==> config.mk <==
export PLATFORM = sky130hd
export DESIGN_NAME = por_reset_sequencer
export DESIGN_NICKNAME = d
export VERILOG_FILES = /design/src/rtl/por_seq_pkg.sv /design/src/rtl/sync_2ff.sv /design/src/rtl/por_reset_sequencer.sv
export SDC_FILE = /design/constraint.sdc
export NUM_CORES = 1
export LEC_CHECK = 0
export BUFFER_PORTS_ARGS = -buffer_cell sky130_fd_sc_hd__buf_2
export CAP_MARGIN = 20
export CELL_PAD_IN_SITES_DETAIL_PLACEMENT = 0
export CELL_PAD_IN_SITES_GLOBAL_PLACEMENT = 1
export CORE_ASPECT_RATIO = 0.5
export CORE_MARGIN = 2
export CORE_UTILIZATION = 51
export CTS_CLUSTER_DIAMETER = 100
export DETAILED_ROUTE_END_ITERATION = 8
export PLACE_DENSITY_LB_ADDON = 0.1
export SETUP_SLACK_MARGIN = 0.02
export SKIP_LAST_GASP = 1
export SLEW_MARGIN = 10
export SYNTH_ARGS = -nofsm -noshare
export SYNTH_HDL_FRONTEND = slang
export SYNTH_SLANG_ARGS = --single-unit
==> constraint.sdc <==
create_clock -name clk -period 4.41 [get_ports clk]
set_input_delay 0.2205 -clock clk [delete_from_list [all_inputs] [get_ports clk]]
set_output_delay 0.2205 -clock clk [all_outputs]
set_load 0.005 [all_outputs]
==> src/rtl/por_seq_pkg.sv <==
// Shared types and constants for the power-on / pushbutton reset sequencer.
// Imported by the top level and its testbench.
package por_seq_pkg;

  typedef enum logic [2:0] {
    S_RESET    = 3'd0,
    S_DEBOUNCE = 3'd1,
    S_HOLD     = 3'd2,
    S_CAL_WAIT = 3'd3,
    S_RUN      = 3'd4,
    S_FAULT    = 3'd5
  } seq_state_t;

  // The FAULT heartbeat blinks this many times faster than the RUN heartbeat.
  localparam int FAULT_BLINK_DIV = 8;

  function automatic int max_int(input int a, input int b);
    return (a > b) ? a : b;
  endfunction

  // Counter width needed to hold 0..n-1, never less than one bit.
  function automatic int cnt_width(input int n);
    return max_int(1, $clog2(max_int(n, 2)));
  endfunction

endpackage

==> src/rtl/sync_2ff.sv <==
// Parameterised-width two-flop synchroniser for asynchronous inputs.
// Both stages reset synchronously to 0.
module sync_2ff #(
  parameter int WIDTH = 1
) (
  input  logic             clk,
  input  logic             reset,
  input  logic [WIDTH-1:0] d,
  output logic [WIDTH-1:0] q
);

  logic [WIDTH-1:0] meta;

  // NOTE: non-blocking assignments keep this a two-stage shift; blocking
  // assignments here would collapse both stages into a single flop.
  always_ff @(posedge clk) begin
    if (reset) begin
      meta <= '0;
      q    <= '0;
    end else begin
      meta <= d;
      q    <= meta;
    end
  end

endmodule

==> src/rtl/por_reset_sequencer.sv <==
// Power-on / pushbutton reset sequencer: debounce, hold, release the MCU,
// wait for EMIF calibration, then release peripheral reset.
module por_reset_sequencer
  import por_seq_pkg::*;
#(
  parameter int DEBOUNCE_CYCLES    = 1000,
  parameter int HOLD_CYCLES        = 10000000,
  parameter int CAL_TIMEOUT_CYCLES = 200000000,
  parameter int BLINK_CYCLES       = 100000000
) (
  input  logic       clk,
  input  logic       reset,
  input  logic       btn_n,
  input  logic       cal_success,
  input  logic       cal_fail,
  output logic       sys_reset,
  output logic       periph_reset,
  output logic [2:0] seq_state,
  output logic       cal_error,
  output logic       heartbeat
);

  localparam int SEQ_MAX = max_int(DEBOUNCE_CYCLES, max_int(HOLD_CYCLES, CAL_TIMEOUT_CYCLES));
  localparam int CNT_W   = cnt_width(SEQ_MAX);
  localparam int HB_W    = cnt_width(BLINK_CYCLES);
  localparam int FAULT_BLINK_CYCLES = max_int(1, BLINK_CYCLES / FAULT_BLINK_DIV);

  localparam logic [CNT_W-1:0] DEB_LAST   = CNT_W'(DEBOUNCE_CYCLES - 1);
  localparam logic [CNT_W-1:0] HOLD_LAST  = CNT_W'(HOLD_CYCLES - 1);
  localparam logic [CNT_W-1:0] CAL_LAST   = CNT_W'(CAL_TIMEOUT_CYCLES - 1);
  localparam logic [HB_W-1:0]  RUN_LAST   = HB_W'(BLINK_CYCLES - 1);
  localparam logic [HB_W-1:0]  FAULT_LAST = HB_W'(FAULT_BLINK_CYCLES - 1);

  logic             btn_s, cs_s, cf_s;
  seq_state_t       state, next_state;
  logic [CNT_W-1:0] cnt, cnt_next;
  logic [HB_W-1:0]  hb_cnt;
  logic [HB_W-1:0]  hb_last;

  sync_2ff #(.WIDTH(3)) u_sync (
    .clk   (clk),
    .reset (reset),
    .d     ({btn_n, cal_success, cal_fail}),
    .q     ({btn_s, cs_s, cf_s})
  );

  // NOTE: every output of this block is given a default first, so no path
  // through the case can leave a value unassigned and infer a latch.
  always_comb begin
    next_state = state;
    cnt_next   = '0;
    case (state)
      S_RESET: next_state = S_DEBOUNCE;

      S_DEBOUNCE: begin
        if (btn_s) begin
          if (cnt == DEB_LAST) next_state = S_HOLD;
          else                 cnt_next   = cnt + CNT_W'(1);
        end
      end

      S_HOLD: begin
        if (!btn_s)                next_state = S_DEBOUNCE;
        else if (cnt == HOLD_LAST) next_state = S_CAL_WAIT;
        else                       cnt_next   = cnt + CNT_W'(1);
      end

      // Button beats everything; a fail beats a simultaneous success.
      S_CAL_WAIT: begin
        if (!btn_s)               next_state = S_DEBOUNCE;
        else if (cf_s)            next_state = S_FAULT;
        else if (cs_s)            next_state = S_RUN;
        else if (cnt == CAL_LAST) next_state = S_FAULT;
        else                      cnt_next   = cnt + CNT_W'(1);
      end

      S_RUN: begin
        if (!btn_s)             next_state = S_DEBOUNCE;
        else if (!cs_s || cf_s) next_state = S_FAULT;
      end

      S_FAULT: begin
        if (!btn_s) next_state = S_DEBOUNCE;
      end

      default: next_state = S_RESET;
    endcase
  end

  assign hb_last = (state == S_FAULT) ? FAULT_LAST : RUN_LAST;

  // Outputs are derived from next_state so they move on the same edge as state.
  always_ff @(posedge clk) begin
    if (reset) begin
      state        <= S_RESET;
      cnt          <= '0;
      hb_cnt       <= '0;
      sys_reset    <= 1'b1;
      periph_reset <= 1'b1;
      cal_error    <= 1'b0;
      heartbeat    <= 1'b0;
    end else begin
      state        <= next_state;
      cnt          <= cnt_next;
      // The MCU stays out of reset in FAULT so it can report the error.
      sys_reset    <= (next_state == S_RESET) || (next_state == S_DEBOUNCE) ||
                      (next_state == S_HOLD);
      periph_reset <= (next_state != S_RUN);

      if (state == S_FAULT && next_state != S_FAULT) cal_error <= 1'b0;
      else if (next_state == S_FAULT)                 cal_error <= 1'b1;

      if (next_state != state ||
          !(next_state == S_RUN || next_state == S_FAULT)) begin
        hb_cnt    <= '0;
        heartbeat <= 1'b0;
      end else if (hb_cnt == hb_last) begin
        hb_cnt    <= '0;
        heartbeat <= ~heartbeat;
      end else begin
        hb_cnt    <= hb_cnt + HB_W'(1);
      end
    end
  end

  assign seq_state = state;

endmodule

[Yosys cells after proc, flatten, opt, wreduce, memory -nomap -nowiden]
Cells that the tools add are included.
Cells by class
  add/sub/neg operators: 2
  eq/ne operators: 16
  muxes and demuxes: 22
  bitwise gates (word level): 1
  reductions and logical operators: 13
Operators with widths (number)
  $mux W28: 8
  $pmux W28 S3: 1
  $mux W3: 11
  $add A28 B1 Y28 const B: 1
  $eq A28 B10 Y1 const B: 1
  $eq A28 B24 Y1 const B: 1
  $eq A28 B28 Y1 const B: 1
  $add A27 B1 Y27 const B: 1
  $eq A27 B27 Y1: 1
  $mux W27: 1
  $pmux W3 S6: 1
  $eq A3 B3 Y1 const B: 4
  $eq A3 B2 Y1 const B: 3
  $eq A3 B1 Y1 const B: 2
  $logic_not A3 Y1: 2
  $ne A3 B3 Y1 const B: 2
  $logic_or A1 B1 Y1: 5
  $reduce_or A2 Y1: 2
  $ne A3 B3 Y1: 1
  $reduce_or A3 Y1: 1
  $logic_not A1 Y1: 2
  $logic_and A1 B1 Y1: 1
  $not A1 Y1: 1
Storage, ports and cells
  flip-flop bits (word level): 68
  output and inout bits: 7
  word-level logic and storage cells: 63

[Longest topological paths before layout]
Gate-level depths: netlist of the first run.
  depth after elaboration: 11
  mapped depth: 7

[Modules after synthesis]
Synthesis of the first run repeated with hierarchy kept, for this count alone.
Second synthesis, totals
  cells, all modules: 395
  area, all modules: 3387.0 µm²
Modules (own cells, without submodules)
  por_reset_sequencer: times used 1, cells an instance 383, area an instance 3229.3 µm², sequential area each 1241.2 µm²
  sync_2ff: times used 1, cells an instance 12, area an instance 157.7 µm², sequential area each 120.1 µm²

[Least setup slack after synthesis of the first run]
OpenSTA, ideal clock, no wires.
  path kind: register -> register
  from: register cnt[0]
  to: register cnt[10]
  library setup time: 130 ps
  arrival: 1988 ps
  setup slack: 2292 ps
  cell stages (with the launch flop): 8
  path buffers: 1
  cell sequence: dfxtp_1 > ha_1 > and4_1 > nand2_1 > o41a_1 > a221oi_4 > buf_6 > nor3_1
Between the ends
  word-level cells in the longest chain between the ends: 6
  elaborated cells between the ends (all ways): 13
  classes of those cells: add/sub (1); eq/ne (3); mux (9)
Ends and longest elaborated chain
  start: declaration: line por_reset_sequencer.sv:36  | logic [CNT_W-1:0] cnt, cnt_next;
  start signal: assignment: line por_reset_sequencer.sv:104  | cnt <= cnt_next;
  $add A28 B1 Y28 or $eq A28 B28 Y1 (tied branches)
  $mux W28: line por_reset_sequencer.sv:73  | else if (cnt == CAL_LAST) next_state = S_FAULT;
  $mux W28: line por_reset_sequencer.sv:72  | else if (cs_s) next_state = S_RUN;
  $mux W28: line por_reset_sequencer.sv:71  | else if (cf_s) next_state = S_FAULT;
  $mux W28: line por_reset_sequencer.sv:70  | if (!btn_s) next_state = S_DEBOUNCE;
  $pmux W28 S3 *: line por_reset_sequencer.sv:52  | case (state)
Mark *: on every way between the ends. The rest lies on a longest branch, timed or not.
A chain may end at the register's enable or synchronous reset.

[Final worst setup path of the first run]
  from: register cnt[0]
  to: register cnt[16]
The elaborated chain is that of the path after synthesis.

==> results.json, run 1 <==
{
  "slew_viol_final": 0,
  "fp.dieArea_sq_mm": 0.00712,
  "worstSetupEndpointType": "register",
  "via_per_inst": 5.67,
  "die_width_um": 117,
  "synth_fa_ha_area_share_pct": 0.764,
  "instances_no_fill": 476,
  "post_synth_mux_area_share_pct": 0,
  "number_of_cells_in_the_design_after_placement": 460,
  "maxClockFrequency_mhz": 345,
  "async_reset_ff_share_pct": 0,
  "power.density_cell_area_mw_per_mm2": 358,
  "fin_tns_setup_ns": 0,
  "final.period_utilization_pct": 65.7,
  "crit_path_start_kind": "register",
  "layout.cells.most_common_list": "dfxtp_1 (68), nor3_1 (65), xnor2_1 (35)",
  "finalHoldViolCount": 0,
  "cts_post_setup_buffers_inserted": 0,
  "core_area_sq_mm": 0.00613,
  "synth_area_sq_mm": 0.00328,
  "tightest_slew_ns": 1.08,
  "insertion_delay_of_the_later_clocked_pin_in_the_worst_skew_pair_ns": 0.33,
  "cts.root.buffer_cell": "clkbuf_16",
  "rsz0062_at_grt": "no",
  "routedWlPerCell_um": 14.5,
  "nFillCells": 552,
  "pin_count_of_the_biggest_net_entering_global_routing": 29,
  "net_count_of_the_mapped_netlist": 383,
  "holdCritPathClass": "in -> reg",
  "combinational_family_with_the_most_area_after_synthesis": "simple AND/OR/NAND/NOR gates",
  "grt_pass1_wl_um": 12000,
  "crit_family": "compound AO/OA/AOI/OAI gates",
  "nets": 390,
  "clock-sinks": 68,
  "irDropWorstVdd_mv": 0.193,
  "rows": 20,
  "clkSlewWorstSetupHoldPaths_ns": 0.05,
  "drtIter0Drc": 152,
  "final_common_cell": "dfxtp_1",
  "antenna_found_initial": 0,
  "clock_tree_buf_depth": 2,
  "post-route-drc-count": 0,
  "diodes": 0,
  "routed_wirelength_um": 6900,
  "drt.antenna.violating_nets": 0,
  "synth-compound-area-share_pct": 4.66,
  "numCtsBuffers": 9,
  "ys_warn_count": 0,
  "grt_overflow": 0,
  "area_delta_synth_final_pct": 11.6,
  "critical_path.cell_chain": "ha_1 > nand4_1 > nor4_1 > a21boi_1 > a221oi_4 > nor3_1",
  "cts_max_level": 3,
  "power.leakage_nw": 1.05,
  "worst_slack_on_hold_paths_ns": 0.102,
  "ys_dominant_reg_cell": "dfxtp_1",
  "arrival_ns": 3.06,
  "path_buf_inv": 0,
  "synthSimpleGateAreaFrac_pct": 35.5,
  "cts_hold_buf": 0,
  "grt_use_total_pct": 21.5,
  "die_y_um": 60.7,
  "postSynthCellCount": 376,
  "layout-drive-gt1-share_pct": 8.51,
  "fin_total_pwr_mw": 1.31,
  "place.port_buffers": 11,
  "slew_headroom_pct": 27.8,
  "floorplan.initialDensity_pct": 53.4,
  "vias_in_the_first_global_route": 2494,
  "synth_cell_types": 45,
  "ys_seq_area_share_pct": 41.5,
  "critical_setup_path_kind": "reg -> reg",
  "count_of_flip_flops_with_a_built_in_enable_after_synthesis": 0,
  "tritoncts_clock_tree": "built",
  "vias": 2698,
  "run_status": "complete, no violations",
  "ys_ff_latch": 68,
  "drtPass1Iterations": 4,
  "cts_resized": 0,
  "clock-skew-final_ns": 0.00455,
  "setup_violations": 0,
  "max_cap_violations": 0,
  "synth-xor-area-share_pct": 13.9,
  "place.detailed.hpwl_um": 4850,
  "max_stage_delay_ns": 0.93,
  "synth.avg_cell_area_sq_um": 8.72,
  "final_period_minus_worst_setup_slack_ns": 2.90,
  "ios": 12,
  "place_congestion": 0.895,
  "cp_data_required_time_ns": 4.57,
  "critPathSlowestCell": "a221oi_4",
  "max_fo_critical_path": 27
}
final cells by class:
type,instances,area (sq um),share of cell area [%]
clock inverter,1,5.00,0.137
inverter,9,33.8,0.923
tap,88,110,3.01
timing repair buffer,13,70.1,1.92
sequential,68,1360,37.2
multi-input combinational,282,1800,49.2
clock buffer,15,278,7.59
final timing paths:
path	start	end	slack [ns]	cells after the start
hold reg to reg	u_sync.meta[1]	u_sync.q[1]	0.43	1
setup / recovery	cnt[0]	cnt[16]	1.51	6
setup reg to reg	cnt[0]	cnt[16]	1.51	6
hold / removal	btn_n	u_sync.meta[2]	0.10	2
synth_stat cells, drive strengths merged (3+ instances only):
master / count / share of area, %
inv: 9 / 1.0
and3: 5 / 0.95
a221oi: 3 / 1.3
xnor2: 35 / 9.4
nor3b: 3 / 0.69
nor3: 65 / 9.9
nor4: 8 / 1.7
nor2: 27 / 3.1
clkbuf: 9 / 1.0
nand3: 22 / 3.4
xor2: 17 / 4.5
nand2: 22 / 2.5
and2: 4 / 0.76
buf: 8 / 1.6
and4: 11 / 2.9
o21ai: 3 / 0.46
nand4: 16 / 3.1
nor2b: 8 / 1.5
nor4b: 3 / 0.80
dfxtp: 68 / 42
metal layers:
metal	GRT usage, %	wire length, um	vias up
li1	-	-	1373
met5	0	0	-
met2	36.7	3230	37
met4	7.23	85	0
met3	5.92	264	9
met1	27.4	3320	1279
report_power, final:
group | switching, mW | total, mW | internal (mW)
logic | 0.0153 | 0.0222 | 0.00689
registers | 0.00251 | 0.621 | 0.618
clock network | 0.242 | 0.668 | 0.426
total | 0.260 | 1.31 | 1.05
cell families (layout without fill, tap and decap cells):
group,Yosys count,after routing
buffers and inverters,26,38
AOI/OAI and AO/OA,18,18
xor gates and xnor gates,52,52
and+or+nand+nor,210,210
DFF,68,68
adders and majority gates,2,2
worst register-to-register path, stage by stage, from the launching register on:
cell	delay, ns
dfxtp_1	0.37
ha_1	0.25
nand4_1	0.20
nor4_1	0.55
a21boi_1	0.26
a221oi_4	0.94
nor3_1	0.17
registers in the layout, summed over array words and instances, names as in the netlist:
name,cells
cal_error,1
cnt,28
hb_cnt,27
heartbeat,1
periph_reset,1
seq_state,3
sys_reset,1
u_sync.meta,3
u_sync.q,3
per-stage QoR:
stage | setup slack, ns | utilization, % | area (sq um)
global placement | 1.72 | 55.1 | 3380
global route | 1.26 | 59.7 | 3660
CTS | 1.57 | 59.7 | 3660
floorplan | 2.29 | - | 3280
finish | 1.51 | 59.7 | 3660
detailed placement | 1.59 | 55.1 | 3380
Power figures use the tool's default switching activity.
==> run 2: changes to the inputs <==
--- a/config.mk
+++ b/config.mk
@@ -11,7 +11,7 @@
 export CELL_PAD_IN_SITES_GLOBAL_PLACEMENT = 1
 export CORE_ASPECT_RATIO = 0.5
 export CORE_MARGIN = 2
-export CORE_UTILIZATION = 51
+export CORE_UTILIZATION = 42
 export CTS_CLUSTER_DIAMETER = 100
 export DETAILED_ROUTE_END_ITERATION = 8
 export PLACE_DENSITY_LB_ADDON = 0.1
==> constraint.sdc (replaced) <==
create_clock -name clk -period 2.5 [get_ports clk]
set_input_delay 0.125 -clock clk [delete_from_list [all_inputs] [get_ports clk]]
set_output_delay 0.125 -clock clk [all_outputs]
set_load 0.005 [all_outputs]
==> results.json, run 2 (synthesis gave the netlist of run 1 again) <==
{
  "nets": 394,
  "largest_registers": "cnt: 28 flops, hb_cnt: 27 flops",
  "rows": 22,
  "holdCritPathClass": "in -> reg",
  "maxClockFrequency_mhz": 450,
  "fp.dieArea_sq_mm": 0.00857,
  "grt_use_total_pct": 18.5,
  "post-route-drc-count": 0,
  "tritoncts_clock_tree": "built",
  "finalHoldViolCount": 0,
  "regArea_sq_mm": 0.00136,
  "path_buf_inv": 1,
  "nFillCells": 708,
  "grt_busiest_layer": "met2",
  "drtPass1Iterations": 5,
  "irDropWorstVdd_mv": 0.338,
  "via_per_inst": 5.47,
  "registers.top_by_ff_count": "cnt",
  "global_routing_usage_on_met3_pct": 4.58,
  "vias": 2668,
  "drt.antenna.violating_nets": 0,
  "number_of_cells_in_the_design_after_placement": 472,
  "routed_wirelength_um": 7240,
  "area_delta_synth_final_pct": 13.8,
  "cts_hold_buf": 0,
  "power.density_cell_area_mw_per_mm2": 623,
  "vias_in_the_first_global_route": 2596,
  "grt_pass1_wl_um": 12500,
  "final.period_utilization_pct": 88.8,
  "tightest_slew_ns": 0.695,
  "met1_track_demand_over_resource_in_global_routing_pct": 23.6,
  "numCtsBuffers": 9,
  "cp_data_required_time_ns": 2.68,
  "drtIter0Drc": 167,
  "clock_tree_buf_depth": 2,
  "setup_violations": 0,
  "max_fo_critical_path": 27,
  "place.port_buffers": 11,
  "place.detailed.hpwl_um": 5070,
  "met2_usage_pct": 30.9,
  "final_period_minus_worst_setup_slack_ns": 2.22,
  "worstSetupEndpointType": "register",
  "largest_reg_flops": 28,
  "max_cap_violations": 0,
  "ios": 12,
  "slew_headroom_pct": 53.2,
  "critical_setup_path_kind": "reg -> reg",
  "die_y_um": 66.5,
  "max_stage_delay_ns": 0.47,
  "slew_viol_final": 0,
  "clock-skew-final_ns": 0.00646,
  "core_area_sq_mm": 0.00743,
  "cts_max_level": 3,
  "clock-sinks": 68,
  "antenna_found_initial": 0,
  "layout.cells.most_common_list": "dfxtp_1 (68), nor3_1 (65), xnor2_1 (35)",
  "cts_resized": 0,
  "fin_tns_setup_ns": 0,
  "floorplan.initialDensity_pct": 44.1,
  "crit_path_start_kind": "register",
  "run_status": "complete, no violations",
  "grt_overflow": 0,
  "die_width_um": 129,
  "final_common_cell": "dfxtp_1",
  "multiInputGateArea_sq_mm": 0.00181,
  "rsz0062_at_grt": "no",
  "layout-drive-gt1-share_pct": 9.69,
  "critPathSlowestCell": "o41a_1",
  "diodes": 0,
  "cts.root.buffer_cell": "clkbuf_16",
  "clkSlewWorstSetupHoldPaths_ns": 0.05,
  "place_congestion": 0.836,
  "power.leakage_nw": 1.08,
  "critical_path.cell_chain": "ha_1 > and4_1 > nand2_1 > o41a_1 > a221oi_4 > buf_12 > nor3_1",
  "insertion_delay_of_the_later_clocked_pin_in_the_worst_skew_pair_ns": 0.32,
  "instances_no_fill": 488,
  "cts_post_setup_buffers_inserted": 0,
  "arrival_ns": 2.40,
  "routedWlPerCell_um": 14.8,
  "crit_family": "compound AO/OA/AOI/OAI gates",
  "pin_count_of_the_biggest_net_entering_global_routing": 28
}
-- run 2: cell count changes in the layout (fill, tap and decap cells not counted) --
| cell | previous run | this run |
|---|---|---|
| buf_12 | 0 | 2 |
| buf_4 | 2 | 4 |
| nor4_2 | 1 | 2 |
| nor4_1 | 7 | 6 |
-- run 2: per-stage QoR --
stage          power [mW]  setup WS, ns  util (%)  hold WS (ns)  instance area, sq um
2_1_floorplan        1.15         0.382         -         0.253                  3280
3_3_place_gp         1.16         0.245      46.3         0.342                  3440
3_5_place_dp         1.16         0.209      46.3         0.343                  3440
4_1_cts              2.34         0.197      50.1        0.0159                  3720
5_1_grt              2.40        0.0836      50.2        0.0334                  3730
6_report             2.32         0.280      50.2        0.0170                  3730
-- run 2: power by group --
part	internal, mW	leakage (nW)	switching (mW)
Sequential	1.09	0.549	0.00430
Combinational	0.0153	0.389	0.0283
Clock	0.752	0.140	0.433
Total	1.86	1.08	0.465
-- run 2: routing by layer --
metal / vias to the layer above / wire [um]
met2: 36 / 3330
met4: 0 / 44
met3: 5 / 220
met1: 1254 / 3650
li1: 1373 / -
met5: - / 0
-- run 2: worst paths after layout --
path                  start             end  slack, ns  cells after the start
min                cal_fail  u_sync.meta[0]       0.02                      2
max reg2reg          cnt[0]         cnt[25]       0.28                      7
min reg2reg  u_sync.meta[2]     u_sync.q[2]       0.44                      1
max                  cnt[0]         cnt[25]       0.28                      7
-- run 2: worst reg2reg max path: cells and delay by family (launching register included) --
kind            cells  cell delay (ns)
fa+ha+maj           1             0.25
buf+inv             1             0.21
simple gates        3             0.44
flops               1             0.36
compound gates      2             0.83
-- run 2: cell type report --
type	instances	area share, %
clock inverters	1	0.134
inverters	9	0.906
repair buffers	17	3.35
multi-input cells	282	48.4
clock buffers	15	7.45
flip-flops and latches	68	36.5
well taps	96	3.22
